### src/rtl/uart_rx_fifo.sv
// Receive-side FIFO behind a UART receiver: edge-detects the frame-done strobe,
// buffers bytes, and hands them to a consumer one per accepted read.
module uart_rx_fifo #(
    parameter int SIZE_DATA = 8,
    parameter int DEPTH     = 16,
    parameter int AFULL_LVL = 12
) (
    input  logic                   i_clk,
    input  logic                   i_rst_n,
    input  logic                   i_rx_done,
    input  logic [SIZE_DATA-1:0]   i_rx_data,
    output logic                   o_fifo_full,
    input  logic                   i_rd_en,
    output logic [SIZE_DATA-1:0]   o_rd_data,
    output logic                   o_rd_valid,
    output logic                   o_empty,
    output logic                   o_afull,
    output logic [$clog2(DEPTH):0] o_count,
    output logic                   o_overflow,
    input  logic                   i_clr_ovf
);

    localparam int AW = $clog2(DEPTH);
    localparam int CW = AW + 1;
    localparam logic [CW-1:0] FULL_CNT  = CW'(DEPTH);
    localparam logic [CW-1:0] AFULL_CNT = CW'(AFULL_LVL);

    logic [SIZE_DATA-1:0] mem [DEPTH];
    logic [AW-1:0]        wr_ptr;
    logic [AW-1:0]        rd_ptr;
    logic                 rx_done_q;
    logic                 wr_evt;
    logic                 wr_acc;
    logic                 rd_acc;
    logic                 drop;
    logic [CW-1:0]        count_nxt;

    // Handshake: the write side has no backpressure beyond o_fifo_full (a rising
    // i_rx_done is one byte, dropped if there is no room); on the read side
    // i_rd_en is a request sampled every clock, accepted only when occupancy is
    // nonzero, and answered by a one-cycle o_rd_valid with o_rd_data on the next edge.
    assign wr_evt = i_rx_done & ~rx_done_q;
    assign rd_acc = i_rd_en & (o_count != '0);
    assign wr_acc = wr_evt & ((o_count != FULL_CNT) | rd_acc);
    assign drop   = wr_evt & ~wr_acc;

    always_comb begin
        count_nxt = o_count;
        case ({wr_acc, rd_acc})
            2'b10:   count_nxt = o_count + CW'(1);
            2'b01:   count_nxt = o_count - CW'(1);
            default: count_nxt = o_count;
        endcase
    end

    // Storage needs no reset; contents are only visible through accepted reads.
    always_ff @(posedge i_clk) begin
        if (wr_acc) begin
            mem[wr_ptr] <= i_rx_data;
        end
    end

    always_ff @(posedge i_clk or negedge i_rst_n) begin
        if (!i_rst_n) begin
            rx_done_q   <= 1'b0;
            wr_ptr      <= '0;
            rd_ptr      <= '0;
            o_count     <= '0;
            o_empty     <= 1'b1;
            o_fifo_full <= 1'b0;
            o_afull     <= 1'b0;
            o_rd_valid  <= 1'b0;
            o_rd_data   <= '0;
            o_overflow  <= 1'b0;
        end else begin
            rx_done_q   <= i_rx_done;
            o_count     <= count_nxt;
            o_empty     <= (count_nxt == '0);
            o_fifo_full <= (count_nxt == FULL_CNT);
            o_afull     <= (count_nxt >= AFULL_CNT);
            o_rd_valid  <= rd_acc;
            if (wr_acc) begin
                wr_ptr <= wr_ptr + AW'(1);
            end
            // At full with a simultaneous write, wr_ptr == rd_ptr; the read
            // still sees the old (oldest) entry because the store is non-blocking.
            if (rd_acc) begin
                rd_ptr    <= rd_ptr + AW'(1);
                o_rd_data <= mem[rd_ptr];
            end
            if (drop) begin
                o_overflow <= 1'b1;
            end else if (i_clr_ovf) begin
                o_overflow <= 1'b0;
            end
        end
    end

endmodule

### config.mk
export PLATFORM = sky130hd
export DESIGN_NAME = uart_rx_fifo
export DESIGN_NICKNAME = d
export VERILOG_FILES = /design/src/rtl/uart_rx_fifo.sv
export SDC_FILE = /design/constraint.sdc
export NUM_CORES = 1
export LEC_CHECK = 0
export BUFFER_PORTS_ARGS = -buffer_cell sky130_fd_sc_hd__buf_2
export CORE_AREA = 10 10 155 157
export DETAILED_ROUTE_END_ITERATION = 8
export DIE_AREA = 0 0 165 167
export SYNTH_ARGS = -nofsm -noshare
export SYNTH_HDL_FRONTEND = slang
export SYNTH_SLANG_ARGS = --single-unit
### constraint.sdc
create_clock -name i_clk -period 3.8 [get_ports i_clk]
set_input_delay 0.38 -clock i_clk [delete_from_list [all_inputs] [get_ports i_clk]]
set_output_delay 0.38 -clock i_clk [all_outputs]
set_load 0.03 [all_outputs]
==> impl_summary.txt <==
----------------------------------------------------
[Status]
  Status ... finished clean

[Final layout]
  Number of nets in the final layout ... 400
  Area delta synth->final ... 16.7%
  Total inserted antenna cells ... 0
  Commonest non-fill, non-tap cell in the layout ... sky130_fd_sc_hd__edfxtp_1
  Fraction of final layout cells sized beyond drive strength 1 ... 26.5%
  Highest-count cells in the layout ignoring fill and taps ... sky130_fd_sc_hd__edfxtp_1 (128), sky130_fd_sc_hd__mux4_2 (33), sky130_fd_sc_hd__buf_2 (30)
  Number of inserted filler cells in the final layout ... 1966

[Timing]
  Hold violation count in the final report ... 0
  Post-route fraction of the period consumed by the critical path ... 95.8%
  Worst Clk Skew ... 0.00676 ns
  Setup TNS Final ... 0 ns
  Final setup slack of the worst path ... 0.159 ns
  Final setup violating endpoints ... 0
  Final Max Tran Viols ... 0
  Top achievable clock speed ... 275 MHz
  Worst Tran Pin Value ... 0.979 ns
  Final worst path period need ... 3.64 ns
  Worst slew margin relative to its limit ... 34.5%
  Setup repair after global routing missed its margin ... no

[Critical path]
  Largest fanout of any net on the critical path ... 9
  Data arrival at the endpoint of the critical path ... 3.94 ns
  Longest individual stage delay on the worst path ... 0.56 ns
  CP Capture Type ... flop
  Req. time, crit path ... 4.10 ns
  Crit start category ... flop
  Class of the most critical setup path ... flop to flop
  Worst setup slack for register-to-register paths ... 0.16 ns
  Ordered list of cells on the worst path ... or4_1, or3b_1, nor3b_4, inv_1, ha_1, ha_1, nor2b_1, o21a_1, o311ai_1, o311ai_1, a311o_1
  Crit-path slowest cell ... sky130_fd_sc_hd__or4_1

[Floorplanning]
  DIE AREA ... 27600 um^2
  Site row count ... 53
  Height of the die ... 167 um
  Initial core utilization ... 29.8%
  Core region area ... 20800 um^2
  Die Wd ... 165 um
  Num ports ... 31

[Routing]
  Final Routed Wirelength ... 12300 um
  DRC violations left ... 0
  Number of vias per cell after detailed routing ... 4.61
  Average wire per cell in the routed design ... 18.6 um
  Remaining number of nets flagged by the antenna check after routing ... 0
  DR pass1 iterations ... 4
  Vias ... 3060
  DRT iter0 DRCs ... 183

[Clock network]
  CTS tree ... yes
  Post-cts sizing count ... 0
  Clk slew on worst S/H paths ... 0.06 ns
  Number of clock sinks ... 155
  Number of H-tree levels ... 4
  Buffer count from post-CTS setup fixing ... 0
  Clk Latency, worst-skew pair ... 0.42 ns
  Clock Root Buffer ... sky130_fd_sc_hd__clkbuf_16
  Maximum clock path buffer count ... 2
  Clock buffers created by TritonCTS ... 17
  Number of buffers inserted by hold repair at cts ... 1

[Placement]
  Setup slack at placement ... 0.198 ns
  Routability congestion estimate ... 0.773
  Final HPWL from detailed placement ... 7990 um
  Buffers on Ports ... 30

[Synth]
  Syn. warnings ... 0
  Post-synth top flop ... sky130_fd_sc_hd__edfxtp_1
  Sequential cell area fraction in the yosys report ... 73.0%
  Netlist cell types ... 43
  Mean cell area of the mapped netlist ... 18.5 um^2
  Gate count after technology mapping ... 335
  Syn Std Cell Area ... 6190 um^2
  Post-Synthesis Net Count ... 358
  Async S/R FF share, synth ... 17.4%
  EDFF count, synth ... 128
  Yosys reg bits ... 155

[Job]
  Reported max-cap violation count ... 0

[Global route]
  Aggregate global-route resource usage ... 9.35%
  First-pass GRT wire length ... 19300 um
  Pin count of the biggest net entering global routing ... 35
  Antenna violations before repair ... 0
  Via count of the first global-routing pass ... 3299
  Total global routing overflow ... 0

[Hold path]
  Worst Hold Class ... input port to flop

[Power]
  Power per Cell Area ... 745 nW/um^2
  Worst ir drop on vdd ... 0.000232 V
  Leakage power ... 2.48 nW

----------------------------------------------------
-- routing by layer --
metal,track usage [%],wire [um]
met1,11.2,5240
met2,15.3,6290
met3,2.91,574
met4,3.62,226
met5,0,0
-- Yosys cell counts, types with 2 or more instances --
| master | number | share of area [%] |
|---|---|---|
| sky130_fd_sc_hd__edfxtp_1 | 128 | 62 |
| sky130_fd_sc_hd__mux4_2 | 33 | 12 |
| sky130_fd_sc_hd__nand2_1 | 29 | 1.8 |
| sky130_fd_sc_hd__dfrtp_1 | 26 | 11 |
| sky130_fd_sc_hd__nor2_1 | 14 | 0.85 |
| sky130_fd_sc_hd__o21ai_0 | 12 | 0.97 |
| sky130_fd_sc_hd__ha_1 | 9 | 1.8 |
| sky130_fd_sc_hd__inv_1 | 9 | 0.55 |
| sky130_fd_sc_hd__mux2i_1 | 7 | 1.1 |
| sky130_fd_sc_hd__o221ai_1 | 7 | 0.99 |
| sky130_fd_sc_hd__xnor2_1 | 7 | 0.99 |
| sky130_fd_sc_hd__nor3_1 | 6 | 0.48 |
| sky130_fd_sc_hd__buf_2 | 5 | 0.40 |
| sky130_fd_sc_hd__buf_4 | 4 | 0.48 |
| sky130_fd_sc_hd__nand2b_1 | 4 | 0.40 |
| sky130_fd_sc_hd__clkbuf_1 | 3 | 0.18 |
| sky130_fd_sc_hd__a21oi_1 | 2 | 0.16 |
| sky130_fd_sc_hd__buf_1 | 2 | 0.12 |
| sky130_fd_sc_hd__nor2b_1 | 2 | 0.20 |
| sky130_fd_sc_hd__o311ai_1 | 2 | 0.28 |
| sky130_fd_sc_hd__xor2_1 | 2 | 0.28 |
-- sequential cells by signal, indices dropped and copies added, names as in the netlist --
| signal | count |
|---|---|
| mem | 128 |
| o_fifo_full | 1 |
| o_rd_data | 8 |
| o_overflow | 1 |
| o_rd_valid | 1 |
| o_count | 5 |
| o_empty | 1 |
| o_afull | 1 |
| wr_ptr | 4 |
| rd_ptr | 4 |
| rx_done_q | 1 |
-- cell type report --
cell class / count / area, um^2 / area share, %
multi-input combinational: 155 / 1560 / 21.6
sequential: 155 / 4520 / 62.5
clock buffer: 19 / 433 / 5.99
tap: 275 / 344 / 4.76
clock inverter: 12 / 123 / 1.70
timing repair buffer: 38 / 213 / 2.94
inverter: 10 / 37.5 / 0.519
-- path summary, 6_finish.rpt --
check                                               from                  endpoint  depth (start not counted)
min in group asynchronous                        i_rst_n  o_rd_data[0]$_DFFE_PN0P_                          2
max in group asynchronous                        i_rst_n     wr_ptr[1]$_DFFE_PN0P_                          2
worst min register to register  o_rd_data[0]$_DFFE_PN0P_  o_rd_data[0]$_DFFE_PN0P_                          2
worst min-delay path                           i_rx_done       rx_done_q$_DFF_PN0_                          1
worst max register to register      o_count[0]$_DFF_PN0_         o_afull$_DFF_PN0_                         11
worst max-delay path                o_count[0]$_DFF_PN0_         o_afull$_DFF_PN0_                         11
-- cell families after synthesis --
group	count (synthesis)	share of synthesized area (%)
AO/OA/AOI/OAI	31	3.47
XOR/XNOR	9	1.27
adder cells (fa/ha/maj)	10	2.14
buffers and inverters	25	1.88
flip-flops	155	73.0
multiplexers	40	13.1
AND/OR/NAND/NOR	65	5.13
-- critical path: cells and delay by family (launching register included) --
| family | cells | cell delay (ns) |
|---|---|---|
| DFF | 1 | 0.44 |
| and+or+nand+nor | 4 | 1.32 |
| AOI/OAI and AO/OA | 4 | 1.07 |
| adders and majority gates | 2 | 0.62 |
| buffers and inverters | 1 | 0.07 |
-- metrics by stage --
step	std cells	power [mW]	hold WS, ns	area (um^2)	utilization [%]
floorplan	335	3.43	0.0844	6190	-
global placement	632	3.81	0.443	6660	32.0
detailed placement	632	3.85	0.445	6660	32.0
CTS	664	5.46	0.0672	7230	34.7
global route	664	5.67	0.0797	7230	34.7
finish	664	5.39	0.0851	7230	34.7
-- report_power, final --
part | switching, mW | internal [mW]
Sequential | 0.210 | 2.05
Clock | 0.641 | 0.957
Combinational | 0.862 | 0.670
(Power assumes the default switching activity.)
